===== src/rtl/impulse_response_capture.sv =====
// Captures a filter impulse response starting at its first nonzero sample,
// measures its effective length, checks it for symmetry and offers it for readout.
module impulse_response_capture #(
  parameter int DATA_W      = 18,
  parameter int CAPTURE_LEN = 64,
  parameter int LEN_W       = 7
) (
  input  logic              Clk_i,
  input  logic              Rst_i,
  input  logic [DATA_W-1:0] Data_i,
  input  logic              DataValid_i,
  input  logic              Arm_i,
  input  logic              RdReq_i,
  output logic [DATA_W-1:0] Data_o,
  output logic              DataValid_o,
  output logic              Done_o,
  output logic              Symmetric_o,
  output logic [LEN_W-1:0]  Length_o
);
  localparam int AW = $clog2(CAPTURE_LEN);

  typedef enum logic [2:0] {IDLE, ARMED, CAPTURE, CHECK, DONE} state_t;

  state_t                   state_q;
  logic signed [DATA_W-1:0] buf_q [CAPTURE_LEN];
  logic [AW-1:0]            wcnt_q;
  logic [AW-1:0]            lastnz_q;
  logic [AW-1:0]            chk_q;
  logic [LEN_W-1:0]         len_q;
  logic                     flag_q;
  logic [LEN_W-1:0]         rptr_q;
  logic [DATA_W-1:0]        data_q;
  logic                     dvld_q;
  logic                     done_q;
  logic                     sym_q;
  logic [LEN_W-1:0]         leno_q;

  logic                     data_nz;
  logic                     we_d;
  logic [AW-1:0]            waddr_d;
  logic [AW-1:0]            mir;
  logic                     mismatch;
  logic [LEN_W-1:0]         half_len;
  logic [LEN_W-1:0]         last_cmp;

  assign data_nz  = (Data_i != '0);
  // Modulo-2^AW arithmetic keeps len-1 correct even when len equals CAPTURE_LEN.
  assign mir      = len_q[AW-1:0] - AW'(1) - chk_q;
  assign mismatch = (buf_q[chk_q] != buf_q[mir]);
  assign half_len = len_q >> 1;
  assign last_cmp = (half_len <= LEN_W'(1)) ? '0 : half_len - LEN_W'(1);

  always_comb begin
    we_d    = 1'b0;
    waddr_d = wcnt_q;
    if (!Arm_i && DataValid_i) begin
      if (state_q == ARMED && data_nz) begin
        we_d    = 1'b1;
        waddr_d = '0;
      end else if (state_q == CAPTURE) begin
        we_d = 1'b1;
      end
    end
  end

  always_ff @(posedge Clk_i) begin
    if (we_d) buf_q[waddr_d] <= Data_i;
  end

  always_ff @(posedge Clk_i or posedge Rst_i) begin
    if (Rst_i) begin
      state_q  <= IDLE;
      wcnt_q   <= '0;
      lastnz_q <= '0;
      chk_q    <= '0;
      len_q    <= '0;
      flag_q   <= 1'b0;
      rptr_q   <= '0;
      data_q   <= '0;
      dvld_q   <= 1'b0;
      done_q   <= 1'b0;
      sym_q    <= 1'b0;
      leno_q   <= '0;
    end else begin
      dvld_q <= 1'b0;
      if (Arm_i) begin
        state_q <= ARMED;
        done_q  <= 1'b0;
        sym_q   <= 1'b0;
        leno_q  <= '0;
        wcnt_q  <= '0;
        rptr_q  <= '0;
      end else begin
        case (state_q)
          ARMED: begin
            if (DataValid_i && data_nz) begin
              lastnz_q <= '0;
              wcnt_q   <= AW'(1);
              state_q  <= CAPTURE;
            end
          end
          CAPTURE: begin
            if (DataValid_i) begin
              if (data_nz) lastnz_q <= wcnt_q;
              if (wcnt_q == AW'(CAPTURE_LEN - 1)) begin
                len_q   <= LEN_W'(data_nz ? wcnt_q : lastnz_q) + LEN_W'(1);
                chk_q   <= '0;
                flag_q  <= 1'b1;
                state_q <= CHECK;
              end else begin
                wcnt_q <= wcnt_q + AW'(1);
              end
            end
          end
          CHECK: begin
            if (mismatch) flag_q <= 1'b0;
            if (LEN_W'(chk_q) == last_cmp) begin
              done_q  <= 1'b1;
              sym_q   <= flag_q & ~mismatch;
              leno_q  <= len_q;
              state_q <= DONE;
            end else begin
              chk_q <= chk_q + AW'(1);
            end
          end
          DONE: begin
            if (RdReq_i && (rptr_q < leno_q)) begin
              data_q <= buf_q[rptr_q[AW-1:0]];
              dvld_q <= 1'b1;
              rptr_q <= rptr_q + LEN_W'(1);
            end
          end
          default: ;
        endcase
      end
    end
  end

  assign Data_o      = data_q;
  assign DataValid_o = dvld_q;
  assign Done_o      = done_q;
  assign Symmetric_o = sym_q;
  assign Length_o    = leno_q;
endmodule

===== config.mk =====
export PLATFORM = sky130hd
export DESIGN_NAME = impulse_response_capture
export DESIGN_NICKNAME = d
export VERILOG_FILES = /design/src/rtl/impulse_response_capture.sv
export SDC_FILE = /design/constraint.sdc
export NUM_CORES = 2
export LEC_CHECK = 0
export CORE_MARGIN = 5
export CORE_UTILIZATION = 50
export DETAILED_ROUTE_END_ITERATION = 12
export PLACE_DENSITY = 0.73
export SYNTH_ARGS = -nofsm -noshare
export SYNTH_HDL_FRONTEND = slang
export SYNTH_SLANG_ARGS = --single-unit

===== constraint.sdc =====
create_clock -name Clk_i -period 4.7 [get_ports Clk_i]
set_input_delay 0.705 -clock Clk_i [delete_from_list [all_inputs] [get_ports Clk_i]]
set_output_delay 0.705 -clock Clk_i [all_outputs]
set_load 0.02 [all_outputs]

==> impl_metrics.json <==
{
  "startpoint": "chk_q[0]",
  "p_total_mw": 37.3,
  "crit_top_cell": "mux2i_1",
  "fin_util_pct": 57.3,
  "post_cts_buffers": 0,
  "avgSynthCellArea_um2": 18.5,
  "syn_inst": 3598,
  "avgViaCountPerCell": 7.51,
  "synth_cell_types": 71,
  "io_pins": 51,
  "cp_top_family": "multiplexers",
  "placed_cells": 5391,
  "rsz0062_at_grt": "false",
  "finalNonFillerCells": 5626,
  "hold_viol": 0,
  "dp_hpwl_mm": 138,
  "post-route-period-util_pct": 100,
  "routed_wl_mm": 225,
  "fin_crit_ps": 4710,
  "ys_warn_count": 0,
  "combPwrFrac_pct": 39.3,
  "ys.flop_type": "edfxtp_1",
  "ctsHoldBuffers": 0,
  "p_leak_nw": 23.8,
  "wl_met1_mm": 74.4,
  "dp_slack_ps": 31.5,
  "max-vdd-ir-drop_mv": 0.855,
  "dpl_cell_area_um2": 71800,
  "maxCapViolations": 0,
  "crit_buf_inv": 2,
  "htree_levels": 4,
  "min-delay-path-class": "in -> async",
  "synth.top_cells.by_area": "edfxtp_1, mux4_2, mux2i_1",
  "final_area_um2": 76200,
  "grt_max_degree": 135,
  "whs_ps": 325,
  "slowest_delay_ps": 840,
  "cp.required_ps": 5370,
  "synth_area_um2": 66600,
  "grt_pass1_wl_mm": 317,
  "portBuffers": 50,
  "start_kind": "flop",
  "slew_viol_final": 0,
  "reg2reg_depth": 13,
  "wl_met3_mm": 33.4,
  "syn_nets": 3639,
  "wl_per_cell_um": 39.9,
  "synth_top_area_share_pct": 51.9,
  "synth_edf_count": 1152,
  "vias": 42200,
  "clkTransAtPathRegs_ps": 60,
  "clkPwrFrac_pct": 28.7,
  "insertion_delay_ps": 790,
  "violations": "negative setup slack",
  "finalClockSkew_ps": 33.9,
  "drt_pass1_iterations": 6,
  "powerDensity_nw_per_um2": 490,
  "grt_pass1_vias": 42100,
  "drive_above_1_share_pct": 41.1,
  "cts.repair.resized": 0,
  "fmax_ghz": 0.212,
  "synth-seq-cells": 1216,
  "rows": 134,
  "critical_path_class": "reg -> reg",
  "crit_slowest_cell": "fa_4",
  "numClockSinks": 1216,
  "setup_ws_ps": -9.50,
  "die_w_um": 375,
  "final_antenna_net_count": 0,
  "drt_iter0_markers": 6966,
  "cp_data_arrival_time_ps": 5380,
  "die_h_um": 375,
  "r2r_start": "chk_q[0]",
  "final-setup-viol-count": 1,
  "internal_power_mw": 24.3,
  "yosysSeqAreaShare_pct": 54.4,
  "clockBufferDepth": 3,
  "gp_congestion": 0.917,
  "cp.depth": 13,
  "initial_core_util_pct": 50.1,
  "switching_share_pct": 34.8,
  "yosysTopAreaCell": "edfxtp_1",
  "die-area_um2": 141000,
  "crit_chain": "inv_1 > ha_4 > fa_4 > buf_12 > mux4_2 > mux2i_1 > mux2i_1 > mux2i_1 > mux2i_1 > xnor2_2 > and4_1 > o2111ai_1 > o32ai_2",
  "clk_root_buffer_cell": "clkbuf_16",
  "core_area_um2": 133000,
  "grtUsageTotal_pct": 32.0,
  "numCtsBuffers": 133,
  "top_layer": "met4",
  "drc_errors": 0,
  "antenna_found_initial": 8,
  "grt_overflow_total": 0,
  "slew_headroom_pct": 13.8,
  "worst_slew_pin_slew_ps": 1290,
  "final_nets": 3800,
  "cts_tree": "yes",
  "route.met2.wl_mm": 99.8,
  "pwr-share-seq_pct": 32.0,
  "syn2layout_area_growth_pct": 14.5,
  "critPathCaptureType": "flop",
  "status": "finished with violations",
  "synthArstFlopShare_pct": 5.26,
  "tns_ps": -9.50,
  "p_sw_mw": 13.0,
  "crit_path_max_fanout": 38
}
-- sequential cells by signal, indices dropped and copies added, names as in the netlist --
name         count
buf_q         1152
Data_o          18
Length_o         7
len_q            7
rptr_q           7
chk_q            6
lastnz_q         6
wcnt_q           6
state_q          3
DataValid_o      1
Done_o           1
Symmetric_o      1
flag_q           1
-- final timing paths --
kind / end / slack [ps]
setup / recovery: Symmetric_o / -9
max in group asynchronous: chk_q[1] / 3270
hold reg to reg: lastnz_q[1] / 500
min in group Clk_i: lastnz_q[1] / 500
setup reg to reg: Symmetric_o / -9
hold / removal: Data_o[0] / 320
-- final cells by class --
class	instances	area, um^2
Tap cell	1768	2210
Fill cell	9575	56700
Clock inverter	66	867
Clock buffer	166	3530
Antenna cell	2	5.00
Multi-Input combinational cell	2050	29300
Sequential cell	1216	36200
Inverter	19	77.6
Timing Repair Buffer	339	4000
-- placed cells by master (no fill, tap or decap), drive strengths merged, types with 5 or more instances in the layout --
| cell | n |
|---|---|
| xor2 | 18 |
| buf | 306 |
| a31oi | 23 |
| nor2b | 12 |
| clkdlybuf4s50 | 32 |
| inv | 25 |
| a21oi | 51 |
| o22ai | 8 |
| a21boi | 6 |
| dfrtp | 64 |
| clkinv | 41 |
| o211ai | 11 |
| a221oi | 35 |
| ha | 17 |
| clkbuf | 167 |
| mux4 | 958 |
| nor4 | 7 |
| mux2i | 201 |
| a22oi | 20 |
| a21o | 10 |
| bufinv | 15 |
| nor2 | 103 |
| o31ai | 5 |
| nand2 | 244 |
| and3 | 26 |
| mux2 | 33 |
| xnor2 | 21 |
| edfxtp | 1152 |
| and2 | 10 |
| nand2b | 13 |
| o21ai | 59 |
| nand4 | 10 |
| a32o | 8 |
| nor3 | 11 |
| nand3 | 72 |
| a32oi | 8 |
-- synthesized netlist by cell type, drive strengths merged, types with 21 or more instances --
cell / count
buf: 164
and3: 26
mux2: 33
nand3: 72
nand2: 244
mux4: 958
clkbuf: 149
edfxtp: 1152
dfrtp: 64
xnor2: 21
a31oi: 23
mux2i: 201
a221oi: 35
a21oi: 51
o21ai: 59
nor2: 103
-- routing by layer --
| metal | global-route usage (%) | vias up |
|---|---|---|
| li1 | - | 16000 |
| met1 | 42.1 | 21900 |
| met2 | 46.8 | 3655 |
| met3 | 10.5 | 687 |
| met4 | 19.3 | 0 |
| met5 | 0 | - |
-- worst reg2reg max path, stage by stage (launching register included) --
cell       delay (ps)
dfrtp_4           460
inv_1             120
ha_4              190
fa_4              840
buf_12            310
mux4_2            420
mux2i_1           220
mux2i_1           110
mux2i_1           480
mux2i_1           240
xnor2_2           460
and4_1            290
o2111ai_1         160
o32ai_2           330
-- logic make-up (layout without fill, tap and decap cells) --
logic type	Yosys count	after routing	share of synthesized area, %
AO/OA/AOI/OAI	281	281	2.90
XOR/XNOR	39	39	0.513
adder cells (fa/ha/maj)	18	18	0.349
buffers and inverters	332	590	2.43
flip-flops	1216	1216	54.4
multiplexers	1192	1192	36.0
other	0	2	0
AND/OR/NAND/NOR	520	520	3.47
-- power by group through the flow --
stage | logic (mW) | registers [mW] | clock network [mW]
after CTS | 14.2 | 12.0 | 10.8
after detailed placement | 14.2 | 12.2 | 0
after global routing | 15.0 | 12.0 | 11.3
after global placement | 14.1 | 12.2 | 0
final | 14.7 | 12.0 | 10.7
after floorplan | 9.24 | 12.2 | 0
No activity file was read; power rests on OpenSTA's default activity.
